<file path="src/rtl/uart_resp_tx.sv">
// uart_resp_tx
//   Response framer for the transmit side of the serial control link. On a
//   request it captures one command byte and one payload word. It then hands
//   a fixed-length frame to the UART transmitter one byte at a time:
//     HEADER, cmd, payload bytes (MSB first), XOR checksum (cmd ^ payload).
//   Each byte is offered with a one-cycle o_tx_start pulse. The framer then
//   waits for the transmitter's i_tx_done_tick before moving to the next byte.
//
// Ports
//   clk             system clock, rising edge
//   rst             asynchronous active-high reset
//   i_start         one-cycle frame request, honoured only when idle
//   i_cmd           command code, captured with i_start
//   i_payload       payload word (8*PAYLOAD_BYTES), captured with i_start
//   o_busy          frame in progress
//   o_done_tick     one-cycle pulse after the last byte has completed
//   o_tx_start      one-cycle pulse to start the UART on o_tx_data
//   o_tx_data       byte for the UART, held until its done tick
//   i_tx_done_tick  UART byte-complete pulse
module uart_resp_tx #(
    parameter logic [7:0] HEADER        = 8'hA5,
    parameter int         PAYLOAD_BYTES = 2
) (
    input  logic                       clk,
    input  logic                       rst,
    input  logic                       i_start,
    input  logic [7:0]                 i_cmd,
    input  logic [8*PAYLOAD_BYTES-1:0] i_payload,
    output logic                       o_busy,
    output logic                       o_done_tick,
    output logic                       o_tx_start,
    output logic [7:0]                 o_tx_data,
    input  logic                       i_tx_done_tick
);

    localparam int         PW       = 8 * PAYLOAD_BYTES;
    localparam int         N        = PAYLOAD_BYTES + 3;
    localparam logic [2:0] LAST_IDX = 3'(N - 1);

    typedef enum logic [1:0] {
        IDLE = 2'd0,
        SEND = 2'd1,
        WAIT = 2'd2
    } state_t;

    state_t          state_q, state_d;
    logic [2:0]      idx_q, idx_d;
    logic [7:0]      cmd_q, cmd_d;
    logic [PW-1:0]   pay_q, pay_d;
    logic            busy_q, busy_d;
    logic            done_q, done_d;
    logic            tx_start_q, tx_start_d;
    logic [7:0]      tx_data_q, tx_data_d;

    function automatic logic [7:0] checksum(input logic [7:0] cmd, input logic [PW-1:0] pay);
        logic [7:0] c;
        c = cmd;
        for (int i = 0; i < PAYLOAD_BYTES; i++) begin
            c = c ^ pay[8*i +: 8];
        end
        return c;
    endfunction

    // Byte at a given frame position. Payload byte i (LSB = 0) sits at
    // position N-2-i, so the most significant byte goes out first.
    function automatic logic [7:0] frame_byte(input logic [2:0] idx, input logic [7:0] cmd,
                                              input logic [PW-1:0] pay);
        logic [7:0] b;
        b = 8'h00;
        if (idx == 3'd0) begin
            b = HEADER;
        end else if (idx == 3'd1) begin
            b = cmd;
        end else if (idx == LAST_IDX) begin
            b = checksum(cmd, pay);
        end else begin
            for (int i = 0; i < PAYLOAD_BYTES; i++) begin
                if (int'(idx) == N - 2 - i) begin
                    b = pay[8*i +: 8];
                end
            end
        end
        return b;
    endfunction

    always_ff @(posedge clk or posedge rst) begin
        if (rst) begin
            state_q    <= IDLE;
            idx_q      <= 3'd0;
            cmd_q      <= 8'h00;
            pay_q      <= '0;
            busy_q     <= 1'b0;
            done_q     <= 1'b0;
            tx_start_q <= 1'b0;
            tx_data_q  <= 8'h00;
        end else begin
            state_q    <= state_d;
            idx_q      <= idx_d;
            cmd_q      <= cmd_d;
            pay_q      <= pay_d;
            busy_q     <= busy_d;
            done_q     <= done_d;
            tx_start_q <= tx_start_d;
            tx_data_q  <= tx_data_d;
        end
    end

    // All outputs are registered. The value that appears during a state is
    // therefore computed on the transition into that state.
    always_comb begin
        state_d    = state_q;
        idx_d      = idx_q;
        cmd_d      = cmd_q;
        pay_d      = pay_q;
        busy_d     = busy_q;
        done_d     = 1'b0;
        tx_start_d = 1'b0;
        tx_data_d  = tx_data_q;
        unique case (state_q)
            IDLE: begin
                if (i_start) begin
                    cmd_d      = i_cmd;
                    pay_d      = i_payload;
                    idx_d      = 3'd0;
                    busy_d     = 1'b1;
                    tx_start_d = 1'b1;
                    // The captured registers are not loaded yet, so the
                    // header is sent directly.
                    tx_data_d  = HEADER;
                    state_d    = SEND;
                end
            end
            SEND: begin
                // A done tick here cannot belong to the byte just started.
                state_d = WAIT;
            end
            WAIT: begin
                if (i_tx_done_tick) begin
                    if (idx_q == LAST_IDX) begin
                        busy_d  = 1'b0;
                        done_d  = 1'b1;
                        state_d = IDLE;
                    end else begin
                        idx_d      = idx_q + 3'd1;
                        tx_start_d = 1'b1;
                        tx_data_d  = frame_byte(idx_q + 3'd1, cmd_q, pay_q);
                        state_d    = SEND;
                    end
                end
            end
            default: state_d = IDLE;
        endcase
    end

    assign o_busy      = busy_q;
    assign o_done_tick = done_q;
    assign o_tx_start  = tx_start_q;
    assign o_tx_data   = tx_data_q;

endmodule

</file>
<file path="config.mk">
export PLATFORM = sky130hd
export DESIGN_NAME = uart_resp_tx
export DESIGN_NICKNAME = d
export VERILOG_FILES = /design/src/rtl/uart_resp_tx.sv
export SDC_FILE = /design/constraint.sdc
export NUM_CORES = 1
export LEC_CHECK = 0
export ABC_CLOCK_PERIOD_IN_PS = 5100
export CAP_MARGIN = 15
export CELL_PAD_IN_SITES_DETAIL_PLACEMENT = 0
export CELL_PAD_IN_SITES_GLOBAL_PLACEMENT = 1
export CORE_UTILIZATION = 23
export CTS_CLUSTER_DIAMETER = 200
export CTS_CLUSTER_SIZE = 28
export DETAILED_ROUTE_END_ITERATION = 6
export PLACE_DENSITY_LB_ADDON = 0.08
export SYNTH_ARGS = -nofsm -noshare
export SYNTH_HDL_FRONTEND = slang
export SYNTH_SLANG_ARGS = --single-unit
</file>
<file path="constraint.sdc">
create_clock -name clk -period 5.1 [get_ports clk]
set_clock_uncertainty 0.05 [all_clocks]
set_input_delay 1.53 -clock clk [delete_from_list [all_inputs] [get_ports clk]]
set_output_delay 1.53 -clock clk [all_outputs]
set_load 0.02 [all_outputs]
</file>
==> flow_summary_export.csv, run 1 <==
group,metric,value,unit
critical_path,cp_max_fo,2,
drt,drtPass1Iterations,6,
floorplanning,die_w,95.3,um
timing,finalHoldViolCount,0,
timing,final_max_slew_viol_count,0,
clock_network,cts.repair.resized,0,
logic_synthesis,postSynthAreaPerCell,11.5,um2
critical_path,ff2ff_path_depth,7,
clock_network,clock_path_buffers,2,
global_routing,grt.met1_usage,0.168,
drt,wl_per_cell,14.8,um
global_routing,antenna_found_initial,0,
drt,via_per_inst,4.64,
timing,finalWorstSetupSlack,2.17,ns
global_routing,grt_pass1_wl,8090,um
drt,ant_nets,0,
logic_synthesis,synth_top_area_cell,"dfrtp_1",
clock_network,h-tree-depth,2,
global_routing,grt_use_total,0.121,
logic_synthesis,syn-num-nets,207,
cells_and_area,nNetsFinal,248,
logic_synthesis,synth_area,2000,um2
clock_network,cts_tree,"done",
logic_synthesis,synth_edf_count,0,
logic_synthesis,async_flop_share,1.00,
worst_hold_path,worstHoldPathCells,2,
global_routing,grt_max_degree,41,
drt,drtIter0Drc,85,
clock_network,postCtsHoldBufs,0,
critical_path,cp.buffers_inverters,1,
worst_hold_path,hold_class,"reg -> reg",
place,hpwl,3340,um
timing,fin_crit,2.93,ns
pwr,power_leakage,1.03,nW
critical_path,cp_cell_sequence,"clkdlybuf4s50_1",
timing,relSlewSlack,0.479,
floorplanning,rows,33,
logic_synthesis,synth_ff_type,"dfrtp_1",
timing,timing.final.crit_share,0.574,
place,post-place-ws,1.91,ns
clock_network,cts_buffers,5,
cells_and_area,drive_gt1_frac,0.213,
floorplanning,die_y,95.3,um
logic_synthesis,synth_top_area_share,0.500,
logic_synthesis,synth_commonest_cells,"dfrtp_1, mux2_2, o21ai_0",
worst_hold_path,hold_end,"o_busy",
drt,drc,0,
logic_synthesis,seq_area_frac_synth,0.500,
global_routing,grt_pass1_vias,1527,
clock_network,clock-sinks,40,
logic_synthesis,synth_cell_types,32,
pwr,power,0.00148,W
critical_path,rrSetupSlack,2.76,ns
pwr,powerDensity,568,nW/um2
global_routing,overflow,0,
place,io_buffers,38,
clock_network,clkTransAtPathRegs,0.08,ns
global_routing,met2_usage,0.179,
clock_network,clk_latency,0.29,ns
cells_and_area,antenna_cells,0,
logic_synthesis,ys_ff_latch,40,
run,maxCapViolCount,0,
floorplanning,core-area,8300,um2
place,placed_area,2500,um2
clock_network,postCtsSetupRepairBufs,0,
critical_path,cp_slowest_cell,"clkdlybuf4s50_1",
timing,tns,0,ns
place,gp_congestion,0.792,
timing,fmax,342,MHz
critical_path,r2r-end,"o_tx_data[0]",
timing,worstMarginPinSlew,0.777,ns
logic_synthesis,ys_warn_count,0,
run_status,status,"finished, final reports clean",
logic_synthesis,syn_inst,174,
drt,routed_wl,4770,um
critical_path,setup.worst_path.end_class,"primary output",
pwr,ir_worst_vdd,0.000163,V
worst_hold_path,min-delay-start,"o_busy",
clock_network,clockRootBuffer,"clkbuf_8",
floorplanning,io-pin-count,39,
timing,rsz0062_at_grt,"no",
global_routing,grt_busiest_layer,"met2",
logic_synthesis,yosys-top-cells-area,"dfrtp_1, mux2_2, xnor2_1",
critical_path,crit_type,"reg -> out",
global_routing,met3_usage,0.0303,
drt,vias,1489,
critical_path,critPathArrivalTime,1.35,ns
critical_path,worstReg2RegStart,"idx_q[0]",
critical_path,startpoint_type,"register",
critical_path,cp_top_family,"buffers and inverters",
floorplanning,dieArea,9080,um2
critical_path,setup.worst_path.start,"o_tx_data[4]",
logic_synthesis,synth.most_common_cell,"dfrtp_1",
timing,finalSetupViolations,0,
cells_and_area,layout-area-overhead-vs-synth,29.8,%
critical_path,crit_required,3.52,ns
floorplanning,start_util,0.241,
cells_and_area,design_area,2600,um2
critical_path,cp_slowest_stage_delay,0.63,ns
cells_and_area,fillers,831,
## where the power goes
part	total [W]	switching [W]	internal, W
registers	0.000585	0.000132	0.000453
clock network	0.000223	0.000115	0.000108
logic	0.000667	0.000315	0.000352
## cells by family after synthesis
group	count (synthesis)	share of synthesized area
AOI/OAI and AO/OA	43	0.144
xor gates and xnor gates	17	0.0782
adders and majority gates	5	0.0313
and+or+nand+nor	33	0.0863
DFF	40	0.500
muxes	24	0.135
buffers and inverters	12	0.0244
## state kept, by name, summed over array words and instances (netlist names)
register,cells
o_tx_data,8
o_tx_start,1
idx_q,3
state_q,2
o_busy,1
cmd_q,8
pay_q,16
o_done_tick,1
## cell usage in the layout (no fill, tap or decap), drive strengths merged, types with 2 or more instances in the layout
| master | instances |
|---|---|
| xnor2 | 13 |
| clkinv | 3 |
| ha | 5 |
| nand2b | 2 |
| mux2 | 24 |
| o22ai | 2 |
| xor2 | 4 |
| buf | 2 |
| nor2 | 7 |
| nand2 | 13 |
| inv | 5 |
| dfrtp | 40 |
| a22o | 4 |
| clkdlybuf4s50 | 38 |
| nand3 | 5 |
| o221a | 4 |
| a2111oi | 4 |
| clkbuf | 6 |
| a21oi | 8 |
| o21ai | 16 |
## worst reg2reg max path: stages (launching register included)
cell	delay, ns
dfrtp_1	0.45
inv_1	0.11
ha_1	0.47
nand2_1	0.20
nand3_1	0.13
a21o_2	0.21
clkinv_1	0.26
o221a_2	0.35
## how the worst max path moves through the flow
| stage | end | slack (ns) | depth (start not counted) |
|---|---|---|---|
| floorplan | cmd_q[0] | 2.46 | 4 |
| global placement | o_tx_data[7] | 1.96 | 4 |
| detailed placement | o_tx_data[5] | 1.91 | 4 |
| CTS | o_tx_data[4] | 2.17 | 1 |
| global route | o_tx_data[4] | 2.15 | 1 |
| finish | o_tx_data[4] | 2.17 | 1 |
## final cells by class
class	count	area, um2	area share
Sequential cell	40	1000	0.386
Multi-Input combinational cell	122	953	0.367
Timing Repair Buffer	40	395	0.152
Tap cell	105	131	0.0506
Clock buffer	6	82.6	0.0318
Inverter	6	22.5	0.00867
Clock inverter	2	10.0	0.00386
## metal layers
layer	vias to the layer above	share of wire
met5	-	0
met4	0	0.015
met3	6	0.047
met2	36	0.44
met1	738	0.50
li1	709	-
## per-stage QoR
step	utilization	instances	hold WS, ns
floorplan	-	174	0.460
global placement	0.302	313	0.462
detailed placement	0.302	313	0.456
CTS	0.313	321	0.479
global route	0.313	321	0.503
finish	0.313	321	0.463
(Power assumes the default switching activity.)
==> inputs of run 2 (changes only) <==
--- a/config.mk
+++ b/config.mk
@@ -5,7 +5,7 @@
 export SDC_FILE = /design/constraint.sdc
 export NUM_CORES = 1
 export LEC_CHECK = 0
-export ABC_CLOCK_PERIOD_IN_PS = 5100
+export ABC_CLOCK_PERIOD_IN_PS = 2900
 export CAP_MARGIN = 15
 export CELL_PAD_IN_SITES_DETAIL_PLACEMENT = 0
 export CELL_PAD_IN_SITES_GLOBAL_PLACEMENT = 1
==> constraint.sdc (replaced) <==
create_clock -name clk -period 2.9 [get_ports clk]
set_clock_uncertainty 0.05 [all_clocks]
set_input_delay 0.87 -clock clk [delete_from_list [all_inputs] [get_ports clk]]
set_output_delay 0.87 -clock clk [all_outputs]
set_load 0.02 [all_outputs]
==> run 2 against run 1 <==
Net effect:
- combinational power increased by 77%
- largest power group unchanged
- worst hold slack improved by 0.0022 ns
- clock-buffer cell count unchanged
- total power increased by 73%
- design area decreased by 0.29%
- die area unchanged
- worst setup slack got worse by 1.7 ns
- routed wire length decreased by 1.3%
- sequential power increased by 74%
- highest routed layer unchanged
- register-to-register slack got worse by 2.2 ns
- first-iteration DRC count decreased by 44%
- cell count unchanged
==> flow_summary_export.csv, run 2 (synthesis gave the netlist of run 1 again) <==
group,metric,value,unit
floorplanning,rows,33,
cells_and_area,largest_register_ffs,16,
critical_path,cp_cell_sequence,"inv_1 -> ha_1 -> nand2_1 -> nand3_1 -> a21o_2 -> clkinv_1 -> o221a_2",
timing,finalWorstSetupSlack,0.517,ns
cells_and_area,layout-area-overhead-vs-synth,29.4,%
global_routing,grt.met1_usage,0.158,
timing,rsz0062_at_grt,"no",
critical_path,startpoint_type,"register",
place,io_buffers,38,
pwr,powerDensity,985,nW/um2
floorplanning,dieArea,9080,um2
global_routing,antenna_found_initial,0,
place,placed_area,2510,um2
global_routing,grt_use_total,0.117,
clock_network,clk_latency,0.29,ns
cells_and_area,antenna_cells,0,
drt,drc,0,
floorplanning,start_util,0.241,
global_routing,met2_usage,0.182,
place,gp_congestion,0.719,
global_routing,grt_pass1_vias,1468,
critical_path,cp_slowest_cell,"ha_1",
clock_network,clockRootBuffer,"clkbuf_8",
timing,timing.final.crit_share,0.822,
cells_and_area,register_area,1000,um2
clock_network,cts_buffers,5,
place,post-place-ws,0.372,ns
drt,wl_per_cell,14.7,um
floorplanning,die_y,95.3,um
clock_network,postCtsHoldBufs,0,
critical_path,setup.worst_path.end_class,"register",
timing,relSlewSlack,0.603,
critical_path,crit_type,"reg -> reg",
critical_path,cp.buffers_inverters,2,
critical_path,cp_slowest_stage_delay,0.48,ns
critical_path,crit_required,3.03,ns
drt,ant_nets,0,
floorplanning,die_w,95.3,um
clock_network,clkTransAtPathRegs,0.08,ns
timing,finalSetupViolations,0,
timing,final_max_slew_viol_count,0,
cells_and_area,final_common_cell,"dfrtp_1",
timing,tns,0,ns
drt,routed_wl,4700,um
critical_path,critPathArrivalTime,2.51,ns
worst_hold_path,hold_class,"reg -> reg",
pwr,power_leakage,1.03,nW
critical_path,cp_max_fo,11,
global_routing,grt_pass1_wl,7750,um
cells_and_area,mostFrequentLayoutCells,"dfrtp_1, clkdlybuf4s50_1, mux2_2",
clock_network,clock_path_buffers,2,
cells_and_area,regMostFlops,"pay_q",
cells_and_area,multi_input_area,953,um2
clock_network,h-tree-depth,2,
timing,fmax,420,MHz
drt,via_per_inst,4.50,
global_routing,overflow,0,
timing,worstMarginPinSlew,0.595,ns
cells_and_area,design_area,2590,um2
clock_network,cts_tree,"done",
global_routing,grt_max_degree,41,
clock_network,cts.repair.resized,0,
clock_network,postCtsSetupRepairBufs,0,
floorplanning,core-area,8300,um2
cells_and_area,fillers,853,
clock_network,clock-sinks,40,
timing,fin_crit,2.38,ns
pwr,ir_worst_vdd,0.000212,V
critical_path,cp_top_family,"compound AO/OA/AOI/OAI gates",
cells_and_area,nNetsFinal,249,
drt,drtPass1Iterations,4,
drt,drtIter0Drc,48,
cells_and_area,drive_gt1_frac,0.208,
global_routing,grt_busiest_layer,"met2",
drt,vias,1443,
run_status,status,"finished, final reports clean",
floorplanning,io-pin-count,39,
timing,finalHoldViolCount,0,
place,hpwl,3280,um
run,maxCapViolCount,0,
global_routing,met3_usage,0.0311,
-- run 2: area by class of cell --
type | count | area share
tap | 105 | 0.0507
sequential | 40 | 0.387
multi-input combinational | 122 | 0.368
clock buffer | 6 | 0.0280
inverter | 6 | 0.00870
clock inverter | 1 | 0.00193
timing repair buffer | 41 | 0.156
-- run 2: power by group --
part	switching (W)	internal, W
Sequential	0.000225	0.000797
Combinational	0.000555	0.000622
Clock	0.000188	0.000164
-- run 2: metal layers --
| layer | wire (um) | up-vias |
|---|---|---|
| met1 | 2300 | 704 |
| met3 | 208 | 7 |
| met2 | 2130 | 27 |
| li1 | - | 705 |
| met5 | 0 | - |
| met4 | 60 | 0 |
-- run 2: worst paths after layout --
path | startpoint | to | slack (ns) | depth (start not counted)
setup reg to reg | idx_q[0] | o_tx_data[0] | 0.52 | 7
max in group asynchronous | rst | pay_q[1] | 1.47 | 3
hold reg to reg | o_tx_data[3] | o_tx_data[3] | 0.47 | 1
min in group asynchronous | rst | cmd_q[7] | 0.96 | 3
hold / removal | o_tx_data[3] | o_tx_data[3] | 0.47 | 1
setup / recovery | idx_q[0] | o_tx_data[0] | 0.52 | 7
-- run 2: stage by stage --
stage	std cells	utilization	power [W]	hold WS, ns
CTS	321	0.312	0.00261	0.469
global route	321	0.312	0.00277	0.494
detailed placement	314	0.303	0.00223	0.443
finish	321	0.312	0.00255	0.465
floorplan	174	-	0.00187	0.460
global placement	314	0.303	0.00221	0.451
